### config.mk
export PLATFORM = sky130hd
export DESIGN_NAME = alu_sequencer
export DESIGN_NICKNAME = d
export VERILOG_FILES = /design/src/rtl/alu_pkg.sv /design/src/rtl/alu_verilog.sv /design/src/rtl/alu_sequencer.sv
export SDC_FILE = /design/constraint.sdc
export NUM_CORES = 1
export LEC_CHECK = 0
export BUFFER_PORTS_ARGS = -buffer_cell sky130_fd_sc_hd__buf_2
export CAP_MARGIN = 30
export CORE_ASPECT_RATIO = 1.2
export CORE_UTILIZATION = 69
export DETAILED_ROUTE_END_ITERATION = 7
export PLACE_DENSITY_LB_ADDON = 0.12
export SKIP_LAST_GASP = 1
export SLEW_MARGIN = 20
export SYNTH_ARGS = -nofsm -noshare
export SYNTH_HDL_FRONTEND = slang
export SYNTH_SLANG_ARGS = --single-unit
### constraint.sdc
create_clock -name clk -period 10.37 [get_ports clk]
set_input_delay 2.074 -clock clk [delete_from_list [all_inputs] [get_ports clk]]
set_output_delay 2.074 -clock clk [all_outputs]
set_load 0.05 [all_outputs]
### src/rtl/alu_pkg.sv
// Shared constants and types for the ALU and its instruction sequencer.
// Op word layout: [15:12] class, [11:8] func, [7:0] immediate.
package alu_pkg;

  localparam int DATA_WIDTH = 16;
  localparam int NUM_REGS   = 16;

  localparam logic [3:0] CLASS_ALU = 4'h1;
  localparam logic [3:0] CLASS_LDI = 4'h2;

  localparam logic [3:0] FN_ADD = 4'h0;
  localparam logic [3:0] FN_SUB = 4'h1;
  localparam logic [3:0] FN_AND = 4'h2;
  localparam logic [3:0] FN_OR  = 4'h3;
  localparam logic [3:0] FN_XOR = 4'h4;
  localparam logic [3:0] FN_NOT = 4'h5;
  localparam logic [3:0] FN_SHL = 4'h6;
  localparam logic [3:0] FN_SHR = 4'h7;
  localparam logic [3:0] FN_MUL = 4'h8;

  localparam int FLAG_Z = 0;
  localparam int FLAG_C = 1;

  localparam int OP_LSB  = 16;
  localparam int RD_LSB  = 12;
  localparam int RA_LSB  = 8;
  localparam int RB_LSB  = 4;

  typedef struct packed {
    logic [15:0] op;
    logic [3:0]  rd;
    logic [3:0]  ra;
    logic [3:0]  rb;
    logic [3:0]  rsvd;
  } instr_t;

endpackage

### src/rtl/alu_verilog.sv
// 16-bit combinational ALU with a 17-bit internal result.
// Flags are {2'b00, C, Z}; C is result bit 16.
module alu_verilog
  import alu_pkg::*;
(
  input  logic                  reset,
  input  logic [3:0]            func,
  input  logic [DATA_WIDTH-1:0] a,
  input  logic [DATA_WIDTH-1:0] b,
  output logic [DATA_WIDTH-1:0] c,
  output logic [3:0]            flags
);

  logic [DATA_WIDTH:0] ax;
  logic [DATA_WIDTH:0] bx;
  logic [DATA_WIDTH:0] r;

  assign ax = {1'b0, a};
  assign bx = {1'b0, b};

  always_comb begin
    r = '0;
    case (func)
      FN_ADD: r = ax + bx;
      FN_SUB: r = ax - bx;
      FN_AND: r = ax & bx;
      FN_OR:  r = ax | bx;
      FN_XOR: r = ax ^ bx;
      FN_NOT: r = {1'b0, ~a};
      FN_SHL: r = {a, 1'b0};
      FN_SHR: r = {2'b00, a[DATA_WIDTH-1:1]};
      FN_MUL: r = ax * bx;
      default: r = '0;
    endcase
    if (reset) r = '0;
  end

  assign c = r[DATA_WIDTH-1:0];

  always_comb begin
    flags = '0;
    flags[FLAG_C] = r[DATA_WIDTH];
    flags[FLAG_Z] = ~|r[DATA_WIDTH-1:0];
  end

endmodule

### src/rtl/alu_sequencer.sv
// Serialises one instruction at a time through the ALU with a
// local 16x16 register file and valid/ready streams on both sides.
module alu_sequencer
  import alu_pkg::*;
(
  input  logic                  clk,
  input  logic                  reset,
  input  logic                  in_valid,
  output logic                  in_ready,
  input  logic [31:0]           in_instr,
  output logic                  out_valid,
  input  logic                  out_ready,
  output logic [DATA_WIDTH-1:0] out_result,
  output logic [3:0]            out_flags,
  input  logic [3:0]            dbg_addr,
  output logic [DATA_WIDTH-1:0] dbg_data
);

  typedef enum logic [1:0] {
    IDLE,
    READ,
    EXEC,
    RESP
  } state_t;

  state_t state;
  state_t state_n;

  instr_t in_f;
  logic [15:0] ir_op_q;
  logic [3:0]  rd_q;
  logic [3:0]  ra_q;
  logic [3:0]  rb_q;

  logic [DATA_WIDTH-1:0] regs [NUM_REGS];
  logic [DATA_WIDTH-1:0] a_q;
  logic [DATA_WIDTH-1:0] b_q;
  logic [15:0]           op_q;
  logic [DATA_WIDTH-1:0] res_q;
  logic [3:0]            flags_q;

  logic [DATA_WIDTH-1:0] alu_c;
  logic [3:0]            alu_flags;

  logic                  is_alu;
  logic                  is_ldi;
  logic                  exec_wr;
  logic [DATA_WIDTH-1:0] exec_res;
  logic                  take;

  logic unused_bits;

  assign in_f = instr_t'(in_instr);
  assign unused_bits = ^{in_f.rsvd, alu_flags[3:2]};

  alu_verilog u_alu (
    .reset (reset),
    .func  (op_q[11:8]),
    .a     (a_q),
    .b     (b_q),
    .c     (alu_c),
    .flags (alu_flags)
  );

  always_ff @(posedge clk) begin
    if (reset) state <= IDLE;
    else       state <= state_n;
  end

  always_comb begin
    state_n   = state;
    in_ready  = 1'b0;
    out_valid = 1'b0;
    case (state)
      IDLE: begin
        in_ready = 1'b1;
        if (in_valid) state_n = READ;
      end
      READ: state_n = EXEC;
      EXEC: state_n = RESP;
      RESP: begin
        out_valid = 1'b1;
        if (out_ready) state_n = IDLE;
      end
      default: state_n = IDLE;
    endcase
  end

  assign take   = in_valid && (state == IDLE);
  assign is_alu = (op_q[15:12] == CLASS_ALU);
  assign is_ldi = (op_q[15:12] == CLASS_LDI);

  always_comb begin
    exec_res = '0;
    exec_wr  = 1'b0;
    unique case (1'b1)
      is_alu: begin
        exec_res = alu_c;
        exec_wr  = 1'b1;
      end
      is_ldi: begin
        exec_res = {8'h00, op_q[7:0]};
        exec_wr  = 1'b1;
      end
      default: ;
    endcase
  end

  // Reset wins over the EXEC write so a dropped op leaves no trace.
  always_ff @(posedge clk) begin
    if (reset) begin
      ir_op_q <= '0;
      rd_q    <= '0;
      ra_q    <= '0;
      rb_q    <= '0;
      a_q     <= '0;
      b_q     <= '0;
      op_q    <= '0;
      res_q   <= '0;
      flags_q <= '0;
      for (int i = 0; i < NUM_REGS; i++)
        regs[i] <= '0;
    end else begin
      if (take) begin
        ir_op_q <= in_f.op;
        rd_q    <= in_f.rd;
        ra_q    <= in_f.ra;
        rb_q    <= in_f.rb;
      end
      if (state == READ) begin
        a_q  <= regs[ra_q];
        b_q  <= regs[rb_q];
        op_q <= ir_op_q;
      end
      if (state == EXEC) begin
        res_q <= exec_res;
        if (exec_wr) regs[rd_q] <= exec_res;
        if (is_alu)
          flags_q <= {2'b00, alu_flags[1:0]};
      end
    end
  end

  assign out_result = res_q;
  assign out_flags  = flags_q;
  assign dbg_data   = regs[dbg_addr];

endmodule

# Yosys cells after proc, flatten, opt, wreduce, memory -nomap -nowiden
# Memory sizes are Yosys's and may differ from the RTL's. A register that Yosys moved wholly into a read port is not among the register bits.
# Index checks and enable logic that the tools add are counted.
# totals
ff_bits,64
ram_bits,256
in_bits,40
out_inout_bits,38
elab_cells,58
mem_count,1
# classes
addsub,2
multipliers,1
n_eq_ne,15
mux,18
n_bitwise,4
n_reduce_logical,9
# memory_table
name,words,width,rd,rd_ports_with_merged_regs,write_ports,line_no,source
regs,16,16,3,2,16,alu_sequencer.sv:35,logic [DATA_WIDTH-1:0] regs [NUM_REGS];
# ops
cell,count
$pmux W17 S9,1
$pmux W16 S2,1
$reduce_or A16 Y1,2
$add A16 B16 Y17,1
$mul A16 B16 Y17,1
$mux W17,1
$sub A16 B16 Y17,1
$and A16 B16 Y16,1
$eq A4 B3 Y1 const B,4
$mux W16,1
$not A16 Y16,1
$or A16 B16 Y16,1
$xor A16 B16 Y16,1
$eq A4 B2 Y1 const B,3
$mux W1,10
$eq A4 B1 Y1 const B,2
$pmux W2 S4,1
$eq A2 B2 Y1 const B,2
$eq A4 B4 Y1 const B,1
$logic_not A4 Y1,1
$mux W2,2
$mux W4,1
$ne A2 B2 Y1 const B,2
$reduce_and A2 Y1,2
5 further kinds,5

# Depth between registers and ports, before layout
# depth
depth_word,9
ltp_mapped,26
mapped_depth_nobuf,24

# Cells and area by module
# Synthesis repeated with hierarchy kept, for this count alone.
# hier_totals
hier_cells,2540
hier_area_um2,25554.5
# modules_own_cells
mod,instances,cells_per_inst,area_each_um2,seq_area_each_um2
alu_sequencer,1,1630,18692.9,9609.2
alu_verilog,1,910,6861.6,0.0

# Worst setup path before layout
# No wires, ideal clock.
# synth_timing
path_type,input to output
start,input dbg_addr[0]
end,output dbg_data[0]
arrival_time_ns,4.182
t_required_ns,8.296
slack_ns,4.114
path_stages,4
n_path_buf,2
path_cell_list,clkbuf_1 buf_1 mux4_2 mux4_2
# synth_between
elab_chain_cells,1
# synth_rtl
element,line_no,source
start: declaration,alu_sequencer.sv:15,"input logic [3:0] dbg_addr,"
$mem_v2 Z16 W16,--,
end: declaration,alu_sequencer.sv:16,output logic [DATA_WIDTH-1:0] dbg_data
# No other way between the ends.

==> summary by stage <==
Logic synthesis
The netlist uses 78 different library cells. The area share of the largest cell type after synthesis is 30.3%. By area the synthesized netlist is led by sky130_fd_sc_hd__edfxtp_1, sky130_fd_sc_hd__mux4_2, sky130_fd_sc_hd__dfxtp_1.

The share of async-settable or async-resettable flops after synthesis is 0%. Sequential cells were found to cover 37.9% of the synthesized design area. The cell area that synthesis handed to floorplanning was 25,400 sq um.

Summed over all instances, the cell type with the most area after synthesis is sky130_fd_sc_hd__edfxtp_1. Counting instances in the post-synthesis netlist gives the leading cell types as sky130_fd_sc_hd__nor2_1, sky130_fd_sc_hd__edfxtp_1, sky130_fd_sc_hd__mux4_2, sky130_fd_sc_hd__nand2_1, sky130_fd_sc_hd__inv_1. The register bit total from synthesis is 352.

The most common cell in the synthesized netlist is sky130_fd_sc_hd__nor2_1. The predominant post-synthesis flop cell is sky130_fd_sc_hd__edfxtp_1. The number of enable-type register cells in the synthesized netlist is 256. Synthesis produced 2,237 cells.

A synthesized cell averages 11.3 sq um. Yosys printed 0 warnings.

Route
The per-cell routed wire length is 29.9 um. The number of DRC violations after detailed-routing iteration 0 is 2,594. In this run the remaining antenna-violating nets after routing total 0. The via count normalized by instance count is 7.22. The total wirelength of the detailed-routed design is 82,000 um.

The DRC violations left is 0. The number of detailed-route iterations in the first pass is 6. The detailed router placed 19,800 vias in this run.

Status
The run finished with clean final reports.

Worst setup path
The worst register-to-register path begins at a_q[7]. The critical path is of the flop to flop type. The endpoint type of the worst setup path is a flop.

The depth of the most critical reg-to-reg path is 21. The largest driver fanout on the critical path is 16. The endpoint of the worst register-to-register path is regs[12][14]. The arrival time of data at the critical path endpoint is 8180 ps. The critical path ends at regs[12][14]. The type of element launching the critical path is a flop.

The start point of the critical path is a_q[7]. The flop-to-flop setup slack is 2540 ps. At the worst endpoint, the required time is 10,720 ps.

Place
Counting tap cells, the placed design contains a total of 2,670 instances. The HPWL reported at the end of detailed placement is 54,400 um. The congestion estimate from routability-driven global placement came to 1.06.

Buffers placed on the I/O ports in this run total 71.

Global route
The via count of the first global-routing pass is 20,300. The number of antenna violations at the first check in global routing is 0. The first global-routing pass estimated 122,000 um of wire. Global routing used 45.1% of the available tracks across all layers. The remaining global-route overflow is 0. The maximum number of pins on one net before global-route repair is 67.

Power
The cell leakage power is 9.96 nW. The maximum vdd drop is 0.182 mV. The power density relative to cell area is 206 nW/um^2.

Clock tree
The clock latency on the worst-skew pair is 550 ps. The clock buffer count from CTS is 36. Clock-pin slew was measured on the worst setup and hold paths at 60 ps. The TritonCTS clock tree is yes.

The number of buffers inserted by hold repair at cts is 0. The tree is rooted in a sky130_fd_sc_hd__clkbuf_16. Counting along the longest clock path gives a buffer depth of 3. The total number of clock tree sinks is 352.

The deepest level of the CTS H-tree is 2. The number of cells upsized or downsized after cts is 0. The number of setup buffers added after CTS is 0.

STA
The worst pin sits at a relative slew slack of 27.7%. The count of final hold-check violations is 0. The final-layout setup total negative slack is 0 ps. The max-slew violation total from the final report was 0. Setup repair after global routing left no endpoint under its margin. Across the routed clock network, the largest skew measured is 27.3 ps.

The share of the cycle needed by the critical path after routing is 75.5%. The achievable clock frequency is 0.128 GHz. The clock period minus final worst setup slack is 7830 ps. The number of failing setup endpoints in the final timing report is 0. At the pin with the least slew margin, the transition time is 1080 ps.

Finish
Relative to the synthesized area, the layout overhead comes to 8.17%. The number of antenna diodes in the final layout is 0. Excluding fillers, the count of instances in the completed layout stands at 2,737. The proportion of layout cells with a drive suffix above 1 is 20.1%. For this run, the post-layout net count is 2,481.

Floorplanning
The starting density of the core is 70.4%. The placeable core region is 36,000 sq um. The area enclosed by the die boundary is 37,600 sq um. From bottom edge to top edge, the die measures 212 um. The die is 177 um wide. The placement row count is 76. The I/O pin count is 78.

Job
Across the run, the number of max-cap violations was 0.

Min path
The worst hold path belongs to the class flop to flop.
==> layout make-up <==
| type | instances | area (sq um) |
|---|---|---|
| clock inverters | 14 | 155 |
| multi-input cells | 1535 | 14400 |
| repair buffers | 137 | 948 |
| clock buffers | 50 | 1030 |
| well taps | 468 | 586 |
| inverters | 181 | 679 |
| fillers | 2329 | 8590 |
| flip-flops and latches | 352 | 9620 |
==> report_power, final <==
group | internal [mW] | switching [mW]
combinational | 1.00 | 1.54
sequential | 1.62 | 0.187
clock | 0.768 | 0.559
total | 3.39 | 2.28
==> how the worst min path moves through the flow <==
stage / from / to / slack, ps / cells past startpoint
3_5_place_dp: ir_op_q[9] / ir_op_q[9] / 450 / 2
4_1_cts: ir_op_q[14] / ir_op_q[14] / 460 / 2
3_3_place_gp: ir_op_q[13] / ir_op_q[13] / 440 / 2
6_report: ir_op_q[12] / ir_op_q[12] / 460 / 2
5_1_grt: ir_op_q[11] / ir_op_q[11] / 490 / 2
2_1_floorplan: ir_op_q[0] / ir_op_q[0] / 440 / 2
==> metal layers <==
| metal | global-route usage, % | vias up | wire length [um] |
|---|---|---|---|
| li1 | - | 8028 | - |
| met3 | 9.64 | 498 | 9580 |
| met4 | 35.9 | 0 | 7870 |
| met2 | 74.2 | 1726 | 39700 |
| met5 | 0 | - | 0 |
| met1 | 51.2 | 9517 | 24800 |
==> placed cells by master (no fill, tap or decap), types with 4 or more instances in the layout <==
cell                        count
sky130_fd_sc_hd__buf_2         69
sky130_fd_sc_hd__and3_1         6
sky130_fd_sc_hd__buf_8          8
sky130_fd_sc_hd__nand4_1        7
sky130_fd_sc_hd__fa_1          95
sky130_fd_sc_hd__nand2_1      175
sky130_fd_sc_hd__clkbuf_16     38
sky130_fd_sc_hd__nand2b_1      24
sky130_fd_sc_hd__xor2_1        10
sky130_fd_sc_hd__dfxtp_2        4
sky130_fd_sc_hd__mux4_2       241
sky130_fd_sc_hd__edfxtp_1     256
sky130_fd_sc_hd__dfxtp_1       90
sky130_fd_sc_hd__o31ai_1        8
sky130_fd_sc_hd__a31oi_1       13
sky130_fd_sc_hd__o22ai_1       14
sky130_fd_sc_hd__nor2b_1       16
sky130_fd_sc_hd__clkinv_1      13
sky130_fd_sc_hd__mux2i_1       71
sky130_fd_sc_hd__a221oi_1       8
sky130_fd_sc_hd__nand3_1       15
sky130_fd_sc_hd__o21a_1         8
sky130_fd_sc_hd__nand3b_1       5
sky130_fd_sc_hd__clkbuf_1       9
sky130_fd_sc_hd__or4_1          4
sky130_fd_sc_hd__xnor2_1       46
sky130_fd_sc_hd__buf_4         58
sky130_fd_sc_hd__a21oi_1       65
sky130_fd_sc_hd__nor3_1        20
sky130_fd_sc_hd__a22oi_1        9
sky130_fd_sc_hd__o211ai_1       5
sky130_fd_sc_hd__a211oi_1      12
sky130_fd_sc_hd__o221ai_1       4
sky130_fd_sc_hd__a21o_1         6
sky130_fd_sc_hd__ha_1         102
sky130_fd_sc_hd__o21ai_0       31
sky130_fd_sc_hd__inv_1        170
sky130_fd_sc_hd__nor2_1       450
==> sequential cells by signal (all words and copies together) (netlist names), 16 cells and up <==
signal	count
ir_op_q	16
regs	256
a_q	16
out_result	16
op_q	16
b_q	16
==> kinds of logic after synthesis <==
logic type	Yosys count	share of synthesized area [%]
xor+xnor	56	1.93
fa+ha+maj	198	12.6
mux	313	24.2
buf+inv	351	5.38
flops	352	37.9
other cells	1	0.0148
simple gates	745	12.2
compound gates	221	5.77
==> through the flow <==
step           utilization, %  setup WS (ps)  power, mW  hold WS, ps  area (sq um)
2_1_floorplan               -           4110       3.57          436         25400
3_3_place_gp             72.4           3210       4.21          443         26100
3_5_place_dp             72.7           3000       4.27          449         26200
4_1_cts                  76.0           2880       5.58          458         27400
5_1_grt                  76.2           2410       5.88          485         27400
6_report                 76.2           2540       5.67          457         27400
==> worst max-delay path, cell delays in order (launching register included) <==
cell and delay, ps:
sky130_fd_sc_hd__dfxtp_1 630, sky130_fd_sc_hd__clkinv_1 580, sky130_fd_sc_hd__nor2_1 320, sky130_fd_sc_hd__fa_1 440, sky130_fd_sc_hd__inv_1 80, sky130_fd_sc_hd__fa_1 440, sky130_fd_sc_hd__fa_1 510, sky130_fd_sc_hd__fa_1 540
sky130_fd_sc_hd__inv_1 50, sky130_fd_sc_hd__fa_1 480, sky130_fd_sc_hd__inv_1 60, sky130_fd_sc_hd__fa_1 480, sky130_fd_sc_hd__inv_1 40, sky130_fd_sc_hd__ha_1 340, sky130_fd_sc_hd__a21oi_1 150, sky130_fd_sc_hd__nand2_1 100
sky130_fd_sc_hd__a221oi_1 430, sky130_fd_sc_hd__mux2i_1 250, sky130_fd_sc_hd__nand2_1 90, sky130_fd_sc_hd__a31oi_1 630, sky130_fd_sc_hd__nand2_1 630, sky130_fd_sc_hd__nor2_1 360
Note: power is estimated with default switching activity, not from simulation.
